[src/rtl/ex_branch_resolve_pkg.sv]
// Shared decode constants and FSM encoding for the EX-stage branch resolver.
package ex_branch_resolve_pkg;

  localparam logic [6:0] JUMP_JAL  = 7'b1101111;
  localparam logic [6:0] JUMP_JALR = 7'b1100111;
  localparam logic [6:0] BRANCH    = 7'b1100011;

  localparam logic [2:0] F3_BEQ  = 3'b000;
  localparam logic [2:0] F3_BNE  = 3'b001;
  localparam logic [2:0] F3_BLT  = 3'b100;
  localparam logic [2:0] F3_BGE  = 3'b101;
  localparam logic [2:0] F3_BLTU = 3'b110;
  localparam logic [2:0] F3_BGEU = 3'b111;

  localparam logic        RST_ENABLE = 1'b1;
  localparam logic [63:0] ZERO_WORD  = 64'd0;

  typedef enum logic [1:0] {
    ST_IDLE     = 2'd0,
    ST_REDIRECT = 2'd1,
    ST_SQUASH   = 2'd2
  } state_e;

endpackage

[src/rtl/ex_branch_resolve_bru_cond.sv]
// Branch condition evaluation for the six conditional-branch compares.
// Reserved funct3 codes resolve as not-taken.
module bru_cond
  import ex_branch_resolve_pkg::*;
#(
  parameter int XLEN = 64
) (
  input  logic [2:0]      funct3_i,
  input  logic [XLEN-1:0] rs1_i,
  input  logic [XLEN-1:0] rs2_i,
  output logic            taken_o
);

  always_comb begin
    taken_o = 1'b0;
    case (funct3_i)
      F3_BEQ:  taken_o = (rs1_i == rs2_i);
      F3_BNE:  taken_o = (rs1_i != rs2_i);
      F3_BLT:  taken_o = ($signed(rs1_i) <  $signed(rs2_i));
      F3_BGE:  taken_o = ($signed(rs1_i) >= $signed(rs2_i));
      F3_BLTU: taken_o = (rs1_i <  rs2_i);
      F3_BGEU: taken_o = (rs1_i >= rs2_i);
      default: taken_o = 1'b0;
    endcase
  end

endmodule

[src/rtl/ex_branch_resolve.sv]
// EX-stage next-PC checker: resolves the real next PC, redirects IF on a wrong
// prediction and squashes the wrong path. BRU_PERF_CNT_EN adds perf counters.
module ex_branch_resolve
  import ex_branch_resolve_pkg::*;
#(
  parameter int XLEN         = 64,
  parameter int FLUSH_CYCLES = 2
) (
  input  logic            clk,
  input  logic            rst,
  input  logic            valid_i,
  input  logic            stall_i,
  input  logic [31:0]     inst_i,
  input  logic [XLEN-1:0] pc_i,
  input  logic [XLEN-1:0] prdt_pc_i,
  input  logic [XLEN-1:0] rs1_data_i,
  input  logic [XLEN-1:0] rs2_data_i,
  output logic [XLEN-1:0] link_data_o,
  output logic            redirect_o,
  output logic [XLEN-1:0] redirect_pc_o,
  output logic            squash_o,
  output logic            mispredict_o
`ifdef BRU_PERF_CNT_EN
  ,
  output logic [63:0]     perf_branch_cnt_o,
  output logic [63:0]     perf_mispred_cnt_o
`endif
);

  localparam logic [2:0] CNT_LOAD = 3'(FLUSH_CYCLES - 1);

  logic            is_jal, is_jalr, is_branch, taken, accept, mispredict;
  logic [XLEN-1:0] imm_j, imm_b, imm_i, jalr_sum, real_pc;

  state_e          state_q, state_d;
  logic [2:0]      cnt_q, cnt_d;
  logic            redirect_q, redirect_d;
  logic            squash_q, squash_d;
  logic            mispredict_q, mispredict_d;
  logic [XLEN-1:0] redirect_pc_q, redirect_pc_d;

  assign is_jal    = (inst_i[6:0] == JUMP_JAL);
  assign is_jalr   = (inst_i[6:0] == JUMP_JALR);
  assign is_branch = (inst_i[6:0] == BRANCH);

  assign imm_j = {{(XLEN-20){inst_i[31]}}, inst_i[19:12], inst_i[20], inst_i[30:21], 1'b0};
  assign imm_b = {{(XLEN-12){inst_i[31]}}, inst_i[7], inst_i[30:25], inst_i[11:8], 1'b0};
  assign imm_i = {{(XLEN-11){inst_i[31]}}, inst_i[30:20]};

  bru_cond #(.XLEN(XLEN)) u_bru_cond (
    .funct3_i (inst_i[14:12]),
    .rs1_i    (rs1_data_i),
    .rs2_i    (rs2_data_i),
    .taken_o  (taken)
  );

  assign jalr_sum    = rs1_data_i + imm_i;
  assign link_data_o = pc_i + XLEN'(4);

  always_comb begin
    real_pc = pc_i + XLEN'(4);
    if (is_jal)
      real_pc = pc_i + imm_j;
    else if (is_jalr)
      real_pc = jalr_sum & ~XLEN'(1);
    else if (is_branch && taken)
      real_pc = pc_i + imm_b;
  end

  assign accept     = valid_i & ~stall_i & (state_q == ST_IDLE);
  assign mispredict = accept & (real_pc != prdt_pc_i);

  // Outputs are registered: the *_d values describe the next cycle's state.
  always_comb begin
    state_d       = state_q;
    cnt_d         = cnt_q;
    redirect_d    = 1'b0;
    squash_d      = 1'b0;
    mispredict_d  = 1'b0;
    redirect_pc_d = redirect_pc_q;
    case (state_q)
      ST_IDLE: begin
        if (mispredict) begin
          state_d       = ST_REDIRECT;
          redirect_d    = 1'b1;
          squash_d      = 1'b1;
          mispredict_d  = 1'b1;
          redirect_pc_d = real_pc;
        end
      end
      ST_REDIRECT: begin
        cnt_d = CNT_LOAD;
        if (CNT_LOAD == 3'd0) begin
          state_d = ST_IDLE;
        end else begin
          state_d  = ST_SQUASH;
          squash_d = 1'b1;
        end
      end
      ST_SQUASH: begin
        if (cnt_q <= 3'd1) begin
          cnt_d   = 3'd0;
          state_d = ST_IDLE;
        end else begin
          cnt_d    = cnt_q - 3'd1;
          squash_d = 1'b1;
        end
      end
      default: state_d = ST_IDLE;
    endcase
  end

  always_ff @(posedge clk) begin
    if (rst == RST_ENABLE) begin
      state_q       <= ST_IDLE;
      cnt_q         <= 3'd0;
      redirect_q    <= 1'b0;
      squash_q      <= 1'b0;
      mispredict_q  <= 1'b0;
      redirect_pc_q <= XLEN'(ZERO_WORD);
    end else begin
      state_q       <= state_d;
      cnt_q         <= cnt_d;
      redirect_q    <= redirect_d;
      squash_q      <= squash_d;
      mispredict_q  <= mispredict_d;
      redirect_pc_q <= redirect_pc_d;
    end
  end

  assign redirect_o    = redirect_q;
  assign squash_o      = squash_q;
  assign mispredict_o  = mispredict_q;
  assign redirect_pc_o = redirect_pc_q;

`ifdef BRU_PERF_CNT_EN
  logic [63:0] perf_branch_cnt_q, perf_branch_cnt_d;
  logic [63:0] perf_mispred_cnt_q, perf_mispred_cnt_d;

  always_comb begin
    perf_branch_cnt_d  = perf_branch_cnt_q;
    perf_mispred_cnt_d = perf_mispred_cnt_q;
    if (accept && (is_jal || is_jalr || is_branch))
      perf_branch_cnt_d = perf_branch_cnt_q + 64'd1;
    if (mispredict)
      perf_mispred_cnt_d = perf_mispred_cnt_q + 64'd1;
  end

  always_ff @(posedge clk) begin
    if (rst == RST_ENABLE) begin
      perf_branch_cnt_q  <= 64'd0;
      perf_mispred_cnt_q <= 64'd0;
    end else begin
      perf_branch_cnt_q  <= perf_branch_cnt_d;
      perf_mispred_cnt_q <= perf_mispred_cnt_d;
    end
  end

  assign perf_branch_cnt_o  = perf_branch_cnt_q;
  assign perf_mispred_cnt_o = perf_mispred_cnt_q;
`endif

endmodule

[config.mk]
export PLATFORM = sky130hd
export DESIGN_NAME = ex_branch_resolve
export DESIGN_NICKNAME = d
export VERILOG_FILES = /design/src/rtl/ex_branch_resolve_pkg.sv /design/src/rtl/ex_branch_resolve_bru_cond.sv /design/src/rtl/ex_branch_resolve.sv
export SDC_FILE = /design/constraint.sdc
export NUM_CORES = 1
export LEC_CHECK = 0
export ABC_AREA = 1
export CORE_MARGIN = 2
export CORE_UTILIZATION = 34
export DETAILED_ROUTE_END_ITERATION = 7
export GPL_TIMING_DRIVEN = 0
export HOLD_SLACK_MARGIN = 0.08
export PLACE_DENSITY_LB_ADDON = 0.25
export SLEW_MARGIN = 10
export SYNTH_ARGS = -nofsm -noshare
export SYNTH_HDL_FRONTEND = slang
export SYNTH_HIERARCHICAL = 1
export SYNTH_SLANG_ARGS = --single-unit
[constraint.sdc]
create_clock -name clk -period 5.1 [get_ports clk]
set_input_delay 1.275 -clock clk [delete_from_list [all_inputs] [get_ports clk]]
set_output_delay 1.275 -clock clk [all_outputs]
set_load 0.05 [all_outputs]
# After elaboration in Yosys (flattened, before gate mapping)

Index checks and enable logic that the tools add are counted.

$lt $le $gt $ge: 5
Reductions and logical operators: 7
Bitwise operators: 5
Muxes and demuxes: 12
Add/subtract/negate cells: 5
Eq/ne operators: 15

Operator list:

| kind                  | count |
|---|---|
| $add 64x64->64        | 3 |
| $mux 64               | 3 |
| $ge 64x64->1          | 2 |
| $lt 64x64->1          | 2 |
| $ne 64x64->1          | 2 |
| $add 64x3->64 const B | 1 |
| $eq 64x64->1          | 1 |
| $eq 7x7->1 const B    | 3 |
| $eq 3x3->1 const B    | 4 |
| $pmux 1 s6            | 1 |
| $pmux 2 s3            | 1 |
| $pmux 3 s2            | 1 |
| $mux 2                | 2 |
| $ne 2x2->1 const B    | 2 |
| $reduce_and 2->1      | 2 |
| $and 1x1->1           | 3 |
| $eq 3x1->1 const B    | 1 |
| $le 3x1->1 const B    | 1 |
| $logic_not 3->1       | 1 |
| $mux 3                | 1 |
| $pmux 1 s3            | 1 |
| $sub 3x1->3 const B   | 1 |
| $eq 2x1->1 const B    | 1 |
| $eq 2x2->1 const B    | 1 |
| 6 further kinds       | 8 |

Input port bits: 292
Output and inout port bits: 131
Logic and storage cells: 54
Register bits after elaboration: 71

# Logic depth before layout (Yosys ltp)

Gate-level depths: netlist (run 1).

Word-level depth: 10
Gate-level depth with buffers: 44
Mapped depth without buffers: 42

# By module

The synthesis (run 1) kept the hierarchy.

By module, submodules not included:

| module            | area each (µm²) | instances | seq. area each (µm²) | cells an instance |
|---|---|---|---|---|
| ex_branch_resolve | 20,986.4        | 1         | 1,421.4              | 4,319 |
| bru_cond          | 1,824.2         | 1         | 0.0                  | 307 |

# Least setup slack after synthesis (run 1)

No wires, ideal clock.

Path type: input-to-reg
Start: input port rs2_data_i[57]
End: register redirect_pc_q[33] (netlist: redirect_pc_o[33])
Arrival: 4.681 ns
Library setup time: 0.067 ns
Cell stages on the path: 34
Slack: 0.352 ns
Path buffers: 4
Cells stage by stage: inv_1 ha_1 nand2_1 inv_1 o21ai_0 a21oi_1 nor2_1 nand2_1 a21oi_1 nand3_1 nand2_1 inv_1 nor2_1 nand3_1 nand2_1 nand3b_1 buf_2 clkbuf_1 nand2_1 nand3_1 nand2_1 nand2_1 nand2_1 nand2_1 nand4_1 nor2_1 nand2_1 nor2_4 nand2_1 nand2_2 buf_6 buf_6 nand2_2 a21oi_2

Word-level cells in the longest chain between the ends: 9

Ends and longest elaborated chain:

| what                                 | line                             | source |
|---|---|---|
| start, declared                      | ex_branch_resolve.sv:17          | `input logic [XLEN-1:0] rs2_data_i,` |
| $ge 64x64->1 (tied with other cells) | ex_branch_resolve_bru_cond.sv:22 | `F3_BGEU: taken_o = (rs1_i >= rs2_i);` |
| $pmux 1 s6 (*)                       | ex_branch_resolve_bru_cond.sv:16 | `case (funct3_i)` |
| via taken                            | ex_branch_resolve.sv:32          | `logic is_jal, is_jalr, is_branch, taken, accept, mispredict;` |
| $logic_and 1x1->1 (*)                | ex_branch_resolve.sv:66          | `else if (is_branch && taken)` |
| $mux 64 (*)                          | ex_branch_resolve.sv:66          |  |
| $mux 64 (*)                          | ex_branch_resolve.sv:64          | `else if (is_jalr)` |
| $mux 64 (*)                          | ex_branch_resolve.sv:62          | `if (is_jal)` |
| $ne 64x64->1                         | ex_branch_resolve.sv:71          | `assign mispredict = accept & (real_pc != prdt_pc_i);` |
| $and 1x1->1                          | ex_branch_resolve.sv:71          |  |
| $reduce_and 2->1 (no line)           | -                                |  |
| end signal, assigned                 | ex_branch_resolve.sv:120         | `redirect_pc_q <= XLEN'(ZERO_WORD);` |
| end signal, assigned                 | ex_branch_resolve.sv:127         | `redirect_pc_q <= redirect_pc_d;` |
| end, declared                        | ex_branch_resolve.sv:40          | `logic [XLEN-1:0] redirect_pc_q, redirect_pc_d;` |

Mark *: on every way through the listed nets, which the timed path passes. The rest lies on a longest branch.
A chain may end at the register's enable or synchronous reset.

# Final worst setup path (run 1)

Start: input port pc_i[55]
End: register redirect_pc_q[4] (netlist: redirect_pc_o[4])

Word-level cells in the longest chain between the ends: 7

Ends and longest elaborated chain:

| what                                            | line                                             | source |
|---|---|---|
| start, declared                                 | ex_branch_resolve.sv:14                          | `input logic [XLEN-1:0] pc_i,` |
| $add 64x3->64 or $add 64x64->64 (tied branches) | ex_branch_resolve.sv:61, ex_branch_resolve.sv:67 |  |
| $mux 64                                         | ex_branch_resolve.sv:66                          |  |
| $mux 64                                         | ex_branch_resolve.sv:64                          |  |
| $mux 64 (*)                                     | ex_branch_resolve.sv:62                          |  |
| $ne 64x64->1 (*)                                | ex_branch_resolve.sv:71                          |  |
| $and 1x1->1 (*)                                 | ex_branch_resolve.sv:71                          |  |
| $reduce_and 2->1 (no line) (*)                  | -                                                |  |

Mark *: on every way between the ends. The rest lies on a longest branch, timed or not.

==> results_dict.tcl, run 1 <==
set metrics [dict create \
    rows 94 \
    routed_wl_mm 130 \
    crit_required_ns 5.40 \
    met2_usage_pct 59.6 \
    arrival_ns 6.00 \
    place_congestion 1.07 \
    clock_sinks 71 \
    cts_buffers 9 \
    cp_common_cell "nand2_1" \
    grt_use_total_pct 35.9 \
    cp-start-kind "primary input" \
    drt_pass1_iterations 6 \
    finalCritPeriodShare_pct 112 \
    ys_types 51 \
    violations "negative setup slack" \
    path_cells "clkdlybuf4s50_1 -> ha_1 -> nand2_1 -> nor2_1 -> inv_1 -> nor3_1 -> nand2_1 -> nor3_1 -> nand2_1 -> nand2_1 -> nand2_1 -> nand3_2 -> nand3_1 -> nand2_1 -> nand3_1 -> nand4_1 -> nor2_1 -> nand2_1 -> nor2_4 -> a21boi_4 -> buf_12 -> buf_16 -> nand3_4 -> a21oi_2" \
    max_freq_ghz 0.175 \
    grt_pass1_vias 29400 \
    cts_tree "built" \
    ir_drop_mv 0.138 \
    place_inst 5912 \
    synth-seq-area-share_pct 6.23 \
    worst_hold_slack_ns 0.471 \
    drive_above_1_share_pct 12.1 \
    grt_pass1_wl_mm 185 \
    fin_nets 5622 \
    chipHeight_um 263 \
    clk_pin_slew_worst_paths_ns 0.06 \
    fin_util_pct 47.3 \
    p_leak_uw 0.0165 \
    hpwl_mm 111 \
    avgSynthCellArea_um2 4.93 \
    drv_cap 0 \
    antenna_found_initial 10 \
    syn_area_um2 22800 \
    place_ws_ns -3.28 \
    via_count 31600 \
    die_area_um2 69200 \
    syn_nets 5128 \
    drtIter0Drc 3096 \
    remaining_drc_errors 0 \
    crit_slowest_cell "clkdlybuf4s50_1" \
    port_buffers 421 \
    dieWidth_um 263 \
    area_growth_syn_to_layout_pct 37.1 \
    path_buf_inv 4 \
    setup_ws_ns -0.604 \
    setup_violations 71 \
    grt_max_degree 66 \
    grt_most_used_layer "met2" \
    async_flop_share_pct 0 \
    hp-class "reg2reg" \
    fin_skew_ns 0.00689 \
    min_period_ns 5.70 \
    ff2ff_setup_slack_ns 3.08 \
    cp-end-kind "flip-flop" \
    htree_num_levels 3 \
    relSlewSlack_pct 23.0 \
    cp_max_fo 6 \
    yosys_warnings 6 \
    synth-seq-cells 71 \
    crit_path_max_incr_delay_ns 0.58 \
    fin_cells 5991 \
    outcome "complete, but fails checks" \
    wl_per_cell_um 21.7 \
    io_pins 423 \
    clockRootBuffer "clkbuf_16" \
    viasPerCell 5.28 \
    clkLatencyLatePin_ns 0.37 \
    p_per_area_nw_per_um2 157 \
    tightestPinTransition_ns 1.15 \
    synthCells 4626 \
    met1_usage_pct 45.9 \
    path_class "in2reg" \
    grt-ovfl-total 0 \
    ant_nets 0 \
    rsz0062_at_grt "true" \
    initial_core_util_pct 34.5 \
    synth_flop_cell "dfxtp_1" \
    cts_hold_buf 0 \
    final-max-slew-violation-count 0 \
    critPathTopFamily "simple AND/OR/NAND/NOR gates" \
    synth_edf_count 0 \
    cts_buffer_depth 2 \
    grtUsageMet3_pct 4.91 \
    core-area_um2 66100 \
    hold_viol 0 \
]
## layout make-up
| cell class | instances | area [um^2] |
|---|---|---|
| Tap cell | 864 | 1080 |
| Sequential cell | 71 | 1420 |
| Multi-Input combinational cell | 3635 | 19800 |
| Clock buffer | 11 | 253 |
| Timing Repair Buffer | 485 | 4850 |
| Buffer | 59 | 542 |
| Clock inverter | 4 | 53.8 |
| Antenna cell | 3 | 7.51 |
| Inverter | 859 | 3230 |
| Fill cell | 7446 | 34800 |
## stage by stage
stage	TNS [ns]	area, um^2	power (uW)
2_1_floorplan	0	22800	2590
3_3_place_gp	-329.80	28100	3730
3_5_place_dp	-206.63	28100	3750
4_1_cts	-28.33	30700	4780
5_1_grt	-40.46	31300	5230
6_report	-33.39	31300	4910
## registers in the layout (all words and copies together) (netlist names)
register and count:
redirect_pc_o 64, cnt_q 3, state_q 2, mispredict_o 1, squash_o 1
## kinds of logic after synthesis
group                    synth area share [%]
AO/OA/AOI/OAI                            11.1
XOR/XNOR                                 3.03
adder cells (fa/ha/maj)                  11.6
buffers and inverters                    15.5
flip-flops                               6.23
AND/OR/NAND/NOR                          52.5
## timing repair
action	CTS	global route
setup buffers	50	5
setup endpoints to repair	123	101
resized for setup	749	204
pin swaps	179	100
gates cloned	11	4
## routing by layer
layer / vias up / share of wire, %
met2: 1387 / 45
met3: 277 / 8.2
met5: - / 0.056
met4: 12 / 5.7
met1: 14400 / 41
li1: 15500 / -
## worst min-delay path: stages (launching register included)
cell and delay, ns:
dfxtp_1 0.32, nand2_2 0.07, a21oi_2 0.04
## cells in the mapped netlist (5+ instances only)
cell         n  area (um^2)
nand2_1   1702         6390
ha_1       207         2590
dfxtp_1     71         1420
buf_1        5         18.8
o21a_1       8         60.1
nor2_2      13         81.3
clkbuf_1    19         71.3
xnor2_1     16          140
nor4_1       6         37.5
or2_2        8         50.1
a21o_1       8         60.1
o21ai_1     19         95.1
xor2_1      63          552
o21bai_1    22          165
nand3b_1    36          270
nand2_2     13         81.3
nand3_1    459         2300
inv_2       20         75.1
buf_2       27          135
nor3_1      58          290
nand4_1     53          332
o21ai_0    150          751
a21oi_1    237         1190
inv_1      835         3130
o211ai_1     6         45.0
and2_1       8         50.1
nor2_1     496         1860
a21oi_2      6         52.6
nor3_2       8         80.1
## cells in the final DEF (no fill, tap or decap), drive strengths merged, types with 22 or more instances in the layout
master            n
clkdlybuf4s50   215
ha              207
nor2            513
clkdlybuf4s15    25
xor2             63
o21bai           22
nand2          1715
dlygate4sd2     136
dfxtp            71
clkbuf           43
o21ai           173
nand3b           36
a21oi           243
nand3           462
buf             120
nand4            54
inv             856
nor3             66
## power by group
| part | switching (uW) | internal, uW | total (uW) |
|---|---|---|---|
| sequential | 55.9 | 631 | 687 |
| clock | 289 | 405 | 694 |
| combinational | 2300 | 1240 | 3530 |
## final timing paths
kind	start	to	depth (start not counted)
max	pc_i[55]	redirect_pc_o[4]$_SDFFE_PP0P_	24
min	redirect_pc_o[31]$_SDFFE_PP0P_	redirect_pc_o[31]$_SDFFE_PP0P_	2
max reg2reg	state_q[0]$_SDFFE_PP0P_	redirect_pc_o[4]$_SDFFE_PP0P_	8
min reg2reg	redirect_pc_o[31]$_SDFFE_PP0P_	redirect_pc_o[31]$_SDFFE_PP0P_	2
Note: power is estimated with default switching activity, not from simulation.
==> inputs of run 2 (changes only) <==
Settings changed: GPL_TIMING_DRIVEN 0 to unset.
==> results_dict.tcl, run 2 (synthesis gave the netlist of run 1 again) <==
set metrics [dict create \
    max_freq_ghz 0.179 \
    largest_reg_flops 64 \
    wl_per_cell_um 19.4 \
    drive_above_1_share_pct 26.2 \
    min_period_ns 5.59 \
    path_class "in2reg" \
    arrival_ns 5.88 \
    antenna_found_initial 13 \
    final_cell_mix "nand2_1, buf_4, inv_1" \
    clockRootBuffer "clkbuf_16" \
    drtIter0Drc 3461 \
    cp-start-kind "primary input" \
    clk_pin_slew_worst_paths_ns 0.06 \
    hold_viol 0 \
    crit_path_max_incr_delay_ns 0.28 \
    core-area_um2 66100 \
    dpl_cell_area_um2 36500 \
    crit_required_ns 5.40 \
    final_area_um2 38800 \
    drv_cap 0 \
    drt_pass1_iterations 6 \
    dieWidth_um 263 \
    switching_share_pct 48.6 \
    crit_slowest_cell "dlygate4sd2_1" \
    grt_pass1_vias 33200 \
    cts_tree "built" \
    htree_num_levels 3 \
    violations "negative setup slack" \
    cp_common_cell "nand2_1" \
    hp-class "reg2reg" \
    die_area_um2 69200 \
    io_pins 423 \
    routed_wl_mm 136 \
    clkLatencyLatePin_ns 0.38 \
    cts_buffer_depth 2 \
    viasPerCell 5.04 \
    setup_violations 69 \
    p_switching_uw 2800 \
    final-max-slew-violation-count 0 \
    grt_pass1_wl_mm 196 \
    chipHeight_um 263 \
    p_leak_uw 0.0213 \
    fin_nets 6613 \
    rows 94 \
    relSlewSlack_pct 22.7 \
    ir_drop_mv 0.157 \
    grt_use_total_pct 37.4 \
    fin_skew_ns 0.0111 \
    cp_max_fo 6 \
    cp-end-kind "flip-flop" \
    cts_buffers 9 \
    outcome "complete, but fails checks" \
    pwr-share-seq_pct 11.8 \
    grt_max_degree 35 \
    tightestPinTransition_ns 1.16 \
    area_growth_syn_to_layout_pct 70.2 \
    place_ws_ns -1.63 \
    finalCritPeriodShare_pct 110 \
    p_int_uw 2950 \
    via_count 35200 \
    place_congestion 1.08 \
    setup_ws_ns -0.487 \
    initial_core_util_pct 34.5 \
    final_common_cell "nand2_1" \
    grt-ovfl-total 0 \
    rsz0062_at_grt "true" \
    p_clk_share_pct 12.9 \
    total_power_uw 5750 \
    remaining_drc_errors 0 \
    clock_sinks 71 \
    p_comb_share_pct 75.3 \
    port_buffers 422 \
    ant_nets 0 \
    setup_tns_ns -27.21 \
    hpwl_mm 116 \
    p_per_area_nw_per_um2 148 \
]
## run 2: cell count changes in the layout (fill, tap and decap cells not counted), sizes merged
cell,change
clkdlybuf4s50,+10
clkinv,+2
bufinv,+1
diode,+2
clkbuf,-17
dlymetal6s2s,-10
buf,+1083
dlygate4sd2,-77
clkinvlp,-1
inv,+1
## run 2: per-stage QoR
step                cells  utilization (%)  hold WS, ns
CTS                  6970             58.0        0.473
floorplan            4626                -        0.476
detailed placement   6925             55.3        0.463
global placement     6925             55.3        0.453
finish               6985             58.7        0.468
global route         6983             58.7        0.495
## run 2: power groups by stage
stage | Clock, uW | Sequential [uW] | Combinational [uW]
floorplan | 0 | 906 | 1680
global placement | 0 | 685 | 3900
detailed placement | 0 | 686 | 3920
CTS | 744 | 676 | 4150
global route | 765 | 689 | 4640
finish | 743 | 681 | 4330
## run 2: final cells by class
cell class              instances  area, um^2
flip-flops and latches         71        1420
repair buffers               1535       13400
diodes                          5        12.5
multi-input cells            3635       19300
inverters                     859        3230
fillers                      6775       27300
clock inverters                 7         103
well taps                     864        1080
clock buffers                   9         225
## run 2: what timing repair did
action,in CTS,in global routing
setup endpoints to repair,75,93
buffers inserted,20,7
pin swaps,171,116
gates resized for setup,549,157
hold buffers,0,0
cloned,10,3
## run 2: metal layers
layer | track usage [%] | vias to the layer above | wire length [um]
li1 | - | 17400 | -
met1 | 48.0 | 16000 | 56300
met2 | 61.3 | 1505 | 60300
met3 | 6.25 | 270 | 12000
met4 | 16.9 | 14 | 7000
met5 | 0 | - | 90
## run 2: worst paths after layout
kind	cells past startpoint	slack [ns]	startpoint	endpoint
setup reg to reg	8	3.20	state_q[0]$_SDFFE_PP0P_	redirect_pc_o[33]$_SDFFE_PP0P_
setup / recovery	37	-0.49	rs1_data_i[25]	redirect_pc_o[59]$_SDFFE_PP0P_
hold reg to reg	2	0.47	redirect_pc_o[19]$_SDFFE_PP0P_	redirect_pc_o[19]$_SDFFE_PP0P_
hold / removal	2	0.47	redirect_pc_o[19]$_SDFFE_PP0P_	redirect_pc_o[19]$_SDFFE_PP0P_
## run 2: worst max-delay path: cells and delay by family
family,cells,cell delay (ns)
AND/OR/NAND/NOR,24,2.77
buffers and inverters,8,1.20
AO/OA/AOI/OAI,4,0.33
adder cells (fa/ha/maj),1,0.28
